File: src/rtl/pong_ball_engine.sv
// pong_ball_engine: ball physics and scoring for the two-player pong game.
// Moves the ball once per game tick. Wall, paddle and goal events are
// resolved in that priority order. The engine also keeps score, serves
// after each point and declares the winner.
// Ports:
//   clk, reset (async, active-low)   clock and reset
//   tick                             one-cycle game-update strobe
//   start                            level; starts or restarts a game
//   pad1_y, pad2_y                   paddle top edges (left, right)
//   ball_x, ball_y                   ball top-left corner to the renderer
//   score1, score2                   player scores
//   game_over, hit, point            status flag and one-cycle event pulses
//   state_o                          FSM state encoding for the SSD
module pong_ball_engine #(
  parameter int SCREEN_W    = 640,
  parameter int SCREEN_H    = 480,
  parameter int X_W         = 11,
  parameter int Y_W         = 10,
  parameter int BALL_SIZE   = 10,
  parameter int PAD_W       = 10,
  parameter int PAD_H       = 50,
  parameter int PAD1_X      = 20,
  parameter int PAD2_X      = 620,
  parameter int SPD_W       = 4,
  parameter int INIT_SPEED  = 2,
  parameter int MAX_SPEED   = 8,
  parameter int SCORE_W     = 4,
  parameter int WIN_SCORE   = 9,
  parameter int SERVE_TICKS = 32
) (
  input  logic               clk,
  input  logic               reset,
  input  logic               tick,
  input  logic               start,
  input  logic [Y_W-1:0]     pad1_y,
  input  logic [Y_W-1:0]     pad2_y,
  output logic [X_W-1:0]     ball_x,
  output logic [Y_W-1:0]     ball_y,
  output logic [SCORE_W-1:0] score1,
  output logic [SCORE_W-1:0] score2,
  output logic               game_over,
  output logic               hit,
  output logic               point,
  output logic [2:0]         state_o
);

  typedef enum logic [2:0] {
    IDLE    = 3'd0,
    SERVE   = 3'd1,
    PLAY    = 3'd2,
    UPDATE  = 3'd3,
    COLLIDE = 3'd4,
    OVER    = 3'd5
  } state_t;

  localparam int XE    = X_W + 1;
  localparam int YE    = Y_W + 1;
  localparam int CNT_W = (SERVE_TICKS > 1) ? $clog2(SERVE_TICKS) : 1;

  localparam logic [X_W-1:0]     CX       = X_W'((SCREEN_W - BALL_SIZE) / 2);
  localparam logic [Y_W-1:0]     CY       = Y_W'((SCREEN_H - BALL_SIZE) / 2);
  localparam logic [X_W-1:0]     X_MAX    = X_W'(SCREEN_W - BALL_SIZE);
  localparam logic [Y_W-1:0]     Y_MAX    = Y_W'(SCREEN_H - BALL_SIZE);
  localparam logic [XE-1:0]      P1_L     = XE'(PAD1_X);
  localparam logic [XE-1:0]      P1_R     = XE'(PAD1_X + PAD_W);
  localparam logic [XE-1:0]      P2_L     = XE'(PAD2_X);
  localparam logic [XE-1:0]      P2_R     = XE'(PAD2_X + PAD_W);
  localparam logic [X_W-1:0]     P1_SNAP  = X_W'(PAD1_X + PAD_W);
  localparam logic [X_W-1:0]     P2_SNAP  = X_W'(PAD2_X - BALL_SIZE);
  localparam logic [SPD_W-1:0]   SPD_INIT = SPD_W'(INIT_SPEED);
  localparam logic [SPD_W-1:0]   SPD_MAX  = SPD_W'(MAX_SPEED);
  localparam logic [SCORE_W-1:0] SC_WIN   = SCORE_W'(WIN_SCORE);
  localparam logic [CNT_W-1:0]   CNT_LAST = CNT_W'(SERVE_TICKS - 1);

  state_t             state;
  logic               dir_x;   // 1 = right
  logic               dir_y;   // 1 = down
  logic [SPD_W-1:0]   spd_x;
  logic [SPD_W-1:0]   spd_y;
  logic [CNT_W-1:0]   serve_cnt;
  logic [Y_W-1:0]     pad1_q;
  logic [Y_W-1:0]     pad2_q;

  logic [XE-1:0]      x_ext, x_sum, x_right;
  logic [YE-1:0]      y_ext, y_sum, y_bot, y_mid;
  logic [X_W-1:0]     x_next;
  logic [Y_W-1:0]     y_next;
  logic [YE-1:0]      p1_top, p2_top;
  logic               hit1, hit2, p1_above, p2_above, goal1, goal2;
  logic [SPD_W-1:0]   spd_inc;
  logic [SCORE_W-1:0] s1_inc, s2_inc;

  assign state_o = state;

  always_comb begin
    x_ext   = {1'b0, ball_x};
    y_ext   = {1'b0, ball_y};
    x_sum   = x_ext + XE'(spd_x);
    y_sum   = y_ext + YE'(spd_y);
    x_right = x_ext + XE'(BALL_SIZE);
    y_bot   = y_ext + YE'(BALL_SIZE);
    y_mid   = y_ext + YE'(BALL_SIZE / 2);
    p1_top  = {1'b0, pad1_q};
    p2_top  = {1'b0, pad2_q};

    // One-bit-wider sums keep the clamp free of wrap-around.
    if (!dir_x) x_next = (ball_x <= X_W'(spd_x)) ? '0 : ball_x - X_W'(spd_x);
    else        x_next = (x_sum > {1'b0, X_MAX}) ? X_MAX : x_sum[X_W-1:0];
    if (!dir_y) y_next = (ball_y <= Y_W'(spd_y)) ? '0 : ball_y - Y_W'(spd_y);
    else        y_next = (y_sum > {1'b0, Y_MAX}) ? Y_MAX : y_sum[Y_W-1:0];

    hit1 = !dir_x && (x_ext <= P1_R) && (x_right > P1_L) &&
           (y_bot > p1_top) && (y_ext < p1_top + YE'(PAD_H));
    hit2 = dir_x && (x_right >= P2_L) && (x_ext < P2_R) &&
           (y_bot > p2_top) && (y_ext < p2_top + YE'(PAD_H));
    p1_above = y_mid < p1_top + YE'(PAD_H / 2);
    p2_above = y_mid < p2_top + YE'(PAD_H / 2);
    goal2    = (ball_x == '0);
    goal1    = (ball_x == X_MAX);
    spd_inc  = (spd_x >= SPD_MAX) ? SPD_MAX : spd_x + SPD_W'(1);
    s1_inc   = (score1 >= SC_WIN) ? SC_WIN : score1 + SCORE_W'(1);
    s2_inc   = (score2 >= SC_WIN) ? SC_WIN : score2 + SCORE_W'(1);
  end

  always_ff @(posedge clk or negedge reset) begin
    if (!reset) begin
      state     <= IDLE;
      ball_x    <= CX;
      ball_y    <= CY;
      score1    <= '0;
      score2    <= '0;
      dir_x     <= 1'b1;
      dir_y     <= 1'b1;
      spd_x     <= SPD_INIT;
      spd_y     <= SPD_INIT;
      serve_cnt <= '0;
      pad1_q    <= '0;
      pad2_q    <= '0;
      hit       <= 1'b0;
      point     <= 1'b0;
      game_over <= 1'b0;
    end else begin
      hit   <= 1'b0;
      point <= 1'b0;
      case (state)
        IDLE: begin
          ball_x <= CX;
          ball_y <= CY;
          spd_x  <= SPD_INIT;
          spd_y  <= SPD_INIT;
          if (start) begin
            score1    <= '0;
            score2    <= '0;
            serve_cnt <= '0;
            state     <= SERVE;
          end
        end
        SERVE: begin
          if (tick) begin
            if (serve_cnt == CNT_LAST) state <= PLAY;
            else                       serve_cnt <= serve_cnt + CNT_W'(1);
          end
        end
        PLAY: begin
          if (tick) state <= UPDATE;
        end
        UPDATE: begin
          ball_x <= x_next;
          ball_y <= y_next;
          pad1_q <= pad1_y;
          pad2_q <= pad2_y;
          state  <= COLLIDE;
        end
        COLLIDE: begin
          state <= PLAY;
          // Wall reflection is written first so that a paddle hit in the
          // same cycle can override dir_y while still sharing the event.
          if (ball_y == '0)        dir_y <= 1'b1;
          else if (ball_y == Y_MAX) dir_y <= 1'b0;
          if (hit1) begin
            dir_x  <= 1'b1;
            ball_x <= P1_SNAP;
            spd_x  <= spd_inc;
            dir_y  <= !p1_above;
            hit    <= 1'b1;
          end else if (hit2) begin
            dir_x  <= 1'b0;
            ball_x <= P2_SNAP;
            spd_x  <= spd_inc;
            dir_y  <= !p2_above;
            hit    <= 1'b1;
          end else if (goal2 || goal1) begin
            point <= 1'b1;
            if (goal2) score2 <= s2_inc;
            else       score1 <= s1_inc;
            if ((goal2 ? s2_inc : s1_inc) == SC_WIN) begin
              state     <= OVER;
              game_over <= 1'b1;
            end else begin
              ball_x    <= CX;
              ball_y    <= CY;
              spd_x     <= SPD_INIT;
              spd_y     <= SPD_INIT;
              dir_x     <= goal1;   // serve toward the player who conceded
              serve_cnt <= '0;
              state     <= SERVE;
            end
          end
        end
        OVER: begin
          if (start) begin
            state     <= IDLE;
            game_over <= 1'b0;
          end
        end
        default: state <= IDLE;
      endcase
    end
  end

endmodule

File: config.mk
export PLATFORM = sky130hd
export DESIGN_NAME = pong_ball_engine
export DESIGN_NICKNAME = d
export VERILOG_FILES = /design/src/rtl/pong_ball_engine.sv
export SDC_FILE = /design/constraint.sdc
export NUM_CORES = 1
export LEC_CHECK = 0
export CAP_MARGIN = 20
export CORE_ASPECT_RATIO = 0.5
export CORE_MARGIN = 3
export CORE_UTILIZATION = 55
export DETAILED_ROUTE_END_ITERATION = 8
export GPL_ROUTABILITY_DRIVEN = 0
export PLACE_DENSITY = 0.79
export SLEW_MARGIN = 0
export SYNTH_ARGS = -nofsm -noshare
export SYNTH_HDL_FRONTEND = slang
export SYNTH_SLANG_ARGS = --single-unit
File: constraint.sdc
create_clock -name clk -period 4.8 [get_ports clk]
set_input_delay 0.48 -clock clk [delete_from_list [all_inputs] [get_ports clk]]
set_output_delay 0.48 -clock clk [all_outputs]
set_load 0.01 [all_outputs]
==> results of run 1 <==
-- Yosys cell counts (4+ instances only) --
cell        n
or2_2       5
nor4_1      5
and2_1      5
xnor2_1    50
nand3_1    30
a21boi_0    4
o21a_1      9
a211oi_1   11
a22oi_1     5
nand2_1    89
o221ai_1    4
nor2_1     67
o2111ai_1   6
a21o_1     12
nand4_1     9
xor2_1      9
a31oi_1    13
dfstp_2    15
clkbuf_1   18
o21ai_0    73
dfrtp_1    51
o211ai_1   10
or4_1       4
and3_1      9
buf_2       8
nor3_1     20
ha_1       91
nor2b_1    16
o31ai_1     6
buf_4       7
o22a_1      6
inv_1      56
a21oi_1    48
o22ai_1     4
nand2b_1   18
-- cell families (layout without fill, tap and decap cells) --
logic type / after synthesis / after routing / synth area share, %
adders and majority gates: 93 / 93 / 16.6
DFF: 66 / 66 / 23.5
AOI/OAI and AO/OA: 259 / 259 / 25.0
xor gates and xnor gates: 59 / 59 / 7.26
buffers and inverters: 95 / 137 / 5.89
muxes: 6 / 6 / 0.949
and+or+nand+nor: 298 / 298 / 20.8
-- worst max path at each step --
| stage | from | endpoint | slack, ns | cells past startpoint |
|---|---|---|---|---|
| after floorplan | ball_y[6] | ball_x[8] | 1.21 | 15 |
| after global placement | ball_y[1] | ball_x[8] | 0.84 | 14 |
| after detailed placement | ball_y[1] | ball_x[8] | 0.74 | 14 |
| after CTS | ball_y[1] | ball_x[8] | 0.71 | 14 |
| after global routing | ball_y[1] | ball_x[8] | 0.37 | 14 |
| final | ball_y[1] | ball_x[8] | 0.68 | 14 |
-- through the flow --
step | cell area [µm²] | utilization (%) | hold WS (ns)
floorplan | 7120 | - | 0.184
global placement | 7730 | 63.2 | 0.346
detailed placement | 7730 | 63.2 | 0.347
CTS | 8050 | 65.8 | 0.505
global route | 8050 | 65.8 | 0.556
finish | 8050 | 65.8 | 0.504
-- state kept, by name, summed over array words and instances, names as in the netlist --
register,flops
ball_y,10
score1,4
point,1
pad2_q,10
spd_x,4
dir_x,1
pad1_q,10
serve_cnt,5
ball_x,11
state_o,3
hit,1
score2,4
game_over,1
dir_y,1
-- cells in the final DEF (no fill, tap or decap), drive strengths merged, types with 17 or more instances in the layout --
master         netlist  final
dfrtp               51     51
nor3                21     21
clkdlybuf4s50        0     57
a21oi               51     51
nor2b               17     17
xnor2               50     50
o21ai               75     75
nand2b              19     19
nand2               89     89
ha                  91     91
nand3               30     30
nor2                69     69
inv                 56     57
-- cell type report --
type / instances / area (µm²) / area share (%)
clock inverters: 7 / 78.8 / 0.980
well taps: 165 / 206 / 2.57
repair buffers: 64 / 623 / 7.74
clock buffers: 9 / 225 / 2.80
flip-flops and latches: 66 / 1670 / 20.8
inverters: 57 / 214 / 2.66
multi-input cells: 715 / 5030 / 62.5
-- power by group through the flow --
stage	clock [mW]	combinational (mW)	sequential, mW
2_1_floorplan	0	2.21	0.961
3_3_place_gp	0	2.75	1.12
3_5_place_dp	0	2.85	1.12
4_1_cts	0.690	2.88	1.12
5_1_grt	0.717	3.26	1.16
6_report	0.687	2.92	1.13
-- worst register-to-register path, stage by stage (launching register included) --
cell and delay, ns:
dfstp_2 0.72, ha_1 0.38, o21ai_0 0.21, nor2_1 0.17, xor2_1 0.20, ha_1 0.27
nand4_1 0.15, or3_1 0.13, o21ai_0 0.08, a2111o_1 0.45, a2111oi_4 0.47, o21bai_4 0.26
and2_1 0.26, nor2_2 0.08, o22a_1 0.22
-- per-layer routing --
| metal | track usage, % | vias to the layer above | wire length (µm) | part of all wire, % |
|---|---|---|---|---|
| met5 | 0 | - | 13 | 0.064 |
| met4 | 7.78 | 2 | 418 | 2.1 |
| met3 | 6.24 | 57 | 1810 | 8.9 |
| met2 | 46.4 | 362 | 9000 | 44 |
| met1 | 38.9 | 3248 | 9000 | 44 |
| li1 | - | 3239 | - | - |
-- what timing repair did --
item	CTS	global route
endpoints found under the hold margin	9	0
gates resized for setup	0	0
hold buffers	1	0
==> flow_summary.json, run 1 <==
{
  "postCtsSetupRepairBufs": 0,
  "finalPower_mw": 4.74,
  "dpl_worst_slack_ns": 0.738,
  "rsz0062_at_grt": "false",
  "core_mm2": 0.0122,
  "yosysWarnings": 0,
  "p_int_mw": 2.41,
  "clkPwrFrac_pct": 14.5,
  "first_global_vias": 6723,
  "portBuffers": 58,
  "worstSetupPathType": "reg -> reg",
  "reg2reg_from": "ball_y[1]",
  "synthToLayoutAreaGrowth_pct": 13.1,
  "root_buffer": "clkbuf_16",
  "holdCritStartpoint": "serve_cnt[4]",
  "critPathMaxStageDelay_ns": 0.72,
  "combPwrFrac_pct": 61.6,
  "cap_violations": 0,
  "reg2regPathDepth": 14,
  "outcome": "finished clean",
  "overflow": 0,
  "syn-cell-area_mm2": 0.00712,
  "cp.buffers_inverters": 0,
  "cp-end-kind": "flop",
  "critPathMaxFanout": 16,
  "synth_cells": 876,
  "crit_path_start_kind": "flop",
  "power.density_mw_per_mm2": 589,
  "clk_pin_slew_ns": 0.06,
  "diodes": 0,
  "timing.fmax_mhz": 243,
  "synth_area_leaders": "dfrtp_1 (18%), ha_1 (16%), xnor2_1 (6.2%)",
  "arrival_ns": 4.39,
  "first_iter_violations": 1188,
  "timing.hold.worst.class": "reg -> reg",
  "final_cells": 1083,
  "dr.pass1.iters": 6,
  "cts_buffers": 9,
  "seqPwrFrac_pct": 23.9,
  "rr_endpoint": "ball_x[8]",
  "h-tree-depth": 3,
  "sw_frac_of_total_pct": 49.2,
  "via_count": 6908,
  "routed_wl_mm": 20.2,
  "numPlacedInstances": 1066,
  "ir_drop_mv": 0.291,
  "finalHoldViolations": 0,
  "io_pins": 59,
  "cts.path.max_buffers": 2,
  "yosysTopAreaCellShare_pct": 17.9,
  "synth-main-ff-cell": "dfrtp_1",
  "wl_per_cell_um": 18.7,
  "holdPathStages": 2,
  "viasPerCell": 6.38,
  "worstPathCellList": "ha_1 > o21ai_0 > nor2_1 > xor2_1 > ha_1 > nand4_1 > or3_1 > o21ai_0 > a2111o_1 > a2111oi_4 > o21bai_4 > and2_1 > nor2_2 > o22a_1",
  "insertion_delay_ns": 0.34,
  "maxSlewViolCount": 0,
  "nets": 1030,
  "ys_ff_latch": 66,
  "reg2reg_setup_slack_ns": 0.68,
  "ys_seq_area_share_pct": 23.5,
  "power.static_leakage_nw": 3.35,
  "clock_skew_ns": 0.00960,
  "grt_start_max_net_pins": 58,
  "dp_hpwl_mm": 15.0,
  "setup_violations": 0,
  "power.switching_mw": 2.33,
  "final_layout_size_suffix_gt1_share_pct": 7.30,
  "min_to": "serve_cnt[4]",
  "ant_nets": 0,
  "die_w_um": 167,
  "synth_edf_count": 0,
  "cp_top_family": "compound AO/OA/AOI/OAI gates",
  "die_area_mm2": 0.0144,
  "synthArstFlopShare_pct": 100,
  "relSlewSlack_pct": 39.1,
  "die_h_um": 86.4,
  "cts_tree": "built",
  "fin_ws_ns": 0.677,
  "syn_area_per_cell_um2": 8.12,
  "fp-row-count": 28,
  "fin_crit_ns": 4.12,
  "required_ns": 5.07,
  "cts.sinks": 66,
  "worstMarginPinSlew_ns": 0.914,
  "synth_top_area_cell": "dfrtp_1",
  "slowest_stage": "dfstp_2",
  "netlist-cell-type-count": 88,
  "route.detailed.drc": 0,
  "grt_pass1_wl_mm": 34.0,
  "grt.total_usage_pct": 28.5,
  "antenna_found_initial": 1,
  "final.setup.tns_ns": 0,
  "synth_nets": 993,
  "timing.final.crit_share_pct": 85.9,
  "nFillCells": 999,
  "start_util_pct": 58.2
}
No activity file was read; power rests on OpenSTA's default activity.
==> inputs of run 2 (changes only) <==
GPL_ROUTABILITY_DRIVEN = not set   (was 0)
SETUP_SLACK_MARGIN = 0.4   (was not set)
clock period = 4.65 ns   (was 4.8 ns; I/O delays follow)
==> run 2 against run 1 <==
Clock skew grew 0.0024 ns. Largest power group unchanged. Sequential share of layout area grew 0.093 points. Largest cell class unchanged. Hold slack lost 0.28 ns. Register-to-register slack gained 0.09 ns. Cell count is essentially flat. Setup slack gained 0.090 ns. Maximum frequency grew 6.2%. Sequential power is essentially flat. Die area is the same. Via count shrank 1.3%.
==> flow_summary.json, run 2 (synthesized netlist as in run 1, its figures left out) <==
{
  "via_count": 6820,
  "arrival_ns": 4.15,
  "mostFrequentLayoutCell": "ha_1",
  "viasPerCell": 6.30,
  "outcome": "finished clean",
  "top_register": "ball_x",
  "first_iter_violations": 910,
  "crit_path_start_kind": "flop",
  "nets": 1029,
  "fin_ws_ns": 0.767,
  "clock_skew_ns": 0.0120,
  "worstSetupPathType": "reg -> reg",
  "cp_top_family": "compound AO/OA/AOI/OAI gates",
  "route.detailed.drc": 0,
  "relSlewSlack_pct": 41.8,
  "antenna_found_initial": 0,
  "grt.total_usage_pct": 28.5,
  "h-tree-depth": 3,
  "power.static_leakage_nw": 3.34,
  "gp_congestion": 0.967,
  "cts_buffers": 9,
  "required_ns": 4.92,
  "worstMarginPinSlew_ns": 0.872,
  "die_h_um": 86.4,
  "slowest_stage": "dfstp_2",
  "final_cells": 1082,
  "cap_violations": 0,
  "fin_crit_ns": 3.88,
  "timing.final.crit_share_pct": 83.5,
  "p_int_mw": 2.50,
  "clk_pin_slew_ns": 0.07,
  "die_w_um": 167,
  "cts_hold_buf": 0,
  "final_util_pct": 65.8,
  "wl_per_cell_um": 19.0,
  "cts.path.max_buffers": 2,
  "timing.hold.worst.class": "in -> async",
  "layout_common_cells": "ha_1 (91), nand2_1 (89), o21ai_0 (73)",
  "cp-end-kind": "flop",
  "ir_drop_mv": 0.288,
  "dp_hpwl_mm": 15.3,
  "root_buffer": "clkbuf_16",
  "final.setup.tns_ns": 0,
  "dpl_worst_slack_ns": 0.716,
  "start_util_pct": 58.2,
  "reg2reg_setup_slack_ns": 0.77,
  "grt_start_max_net_pins": 51,
  "maxSlewViolCount": 0,
  "numPlacedInstances": 1066,
  "nFillCells": 1022,
  "io_pins": 59,
  "diodes": 0,
  "final_layout_size_suffix_gt1_share_pct": 7.31,
  "cp.buffers_inverters": 0,
  "portBuffers": 58,
  "sw_frac_of_total_pct": 49.3,
  "cts.sinks": 66,
  "ant_nets": 0,
  "cts_tree": "built",
  "critPathMaxStageDelay_ns": 0.53,
  "power.switching_mw": 2.43,
  "clkPwrFrac_pct": 14.7,
  "first_global_vias": 6439,
  "core_mm2": 0.0122,
  "overflow": 0,
  "finalHoldViolations": 0,
  "die_area_mm2": 0.0144,
  "dr.pass1.iters": 6,
  "grt_pass1_wl_mm": 33.7,
  "power.density_mw_per_mm2": 612,
  "seqPwrFrac_pct": 23.5,
  "timing.fmax_mhz": 258,
  "rsz0062_at_grt": "false",
  "worstPathCellList": "ha_1 > o21ai_0 > nor2_1 > xor2_1 > ha_1 > nand4_1 > or3_1 > o21ai_0 > a2111o_1 > a2111oi_4 > o21bai_4 > and2_1 > nor2_2 > o22a_1",
  "largest_reg_flops": 11,
  "fp-row-count": 28,
  "insertion_delay_ns": 0.34,
  "combPwrFrac_pct": 61.8,
  "setup_violations": 0,
  "critPathMaxFanout": 7,
  "routed_wl_mm": 20.6,
  "synthToLayoutAreaGrowth_pct": 13.1,
  "hold_ws_ns": 0.225
}
-- run 2: per-stage QoR --
stage | power, mW | instance area [µm²]
6_report | 4.92 | 8050
5_1_grt | 5.34 | 8050
4_1_cts | 4.86 | 8040
3_5_place_dp | 4.10 | 7730
3_3_place_gp | 4.02 | 7730
2_1_floorplan | 3.27 | 7120
-- run 2: routing by layer --
layer	track usage, %	vias up	wire, µm
met4	5.24	0	217
met1	40.3	3251	9610
met2	46.6	297	9260
met3	5.38	34	1480
met5	0	-	0
li1	-	3238	-
-- run 2: final cells by class --
cell class / instances / area (µm²) / share of cell area, %
well taps: 165 / 206 / 2.57
repair buffers: 63 / 613 / 7.62
flip-flops and latches: 66 / 1680 / 20.9
inverters: 57 / 214 / 2.66
clock inverters: 7 / 81.3 / 1.01
multi-input cells: 715 / 5030 / 62.5
clock buffers: 9 / 225 / 2.80
-- run 2: power groups by stage --
stage | sequential (mW) | combinational, mW | clock [mW]
after CTS | 1.14 | 3.00 | 0.732
after global routing | 1.19 | 3.40 | 0.758
final | 1.16 | 3.04 | 0.724
after detailed placement | 1.14 | 2.96 | 0
after global placement | 1.14 | 2.88 | 0
after floorplan | 0.992 | 2.28 | 0
-- run 2: final timing paths --
path | start | end | cells after the start
min in group clk | serve_cnt[4] | serve_cnt[4] | 2
worst max-delay path | ball_y[1] | ball_x[8] | 14
worst min register to register | serve_cnt[4] | serve_cnt[4] | 2
max in group asynchronous | reset | ball_x[4] | 2
worst min-delay path | reset | point | 1
worst max register to register | ball_y[1] | ball_x[8] | 14
-- run 2: repair_timing --
action,4_1_cts,5_1_grt
resized for setup,0,2
endpoints found under the setup margin,0,2
setup buffers,0,0
-- run 2: worst register-to-register path, delay by kind of cell, from the launching register on --
family	cells	cell delay, ns
xor+xnor	1	0.22
fa+ha+maj	2	0.58
flops	1	0.53
compound gates	6	1.68
simple gates	5	0.80
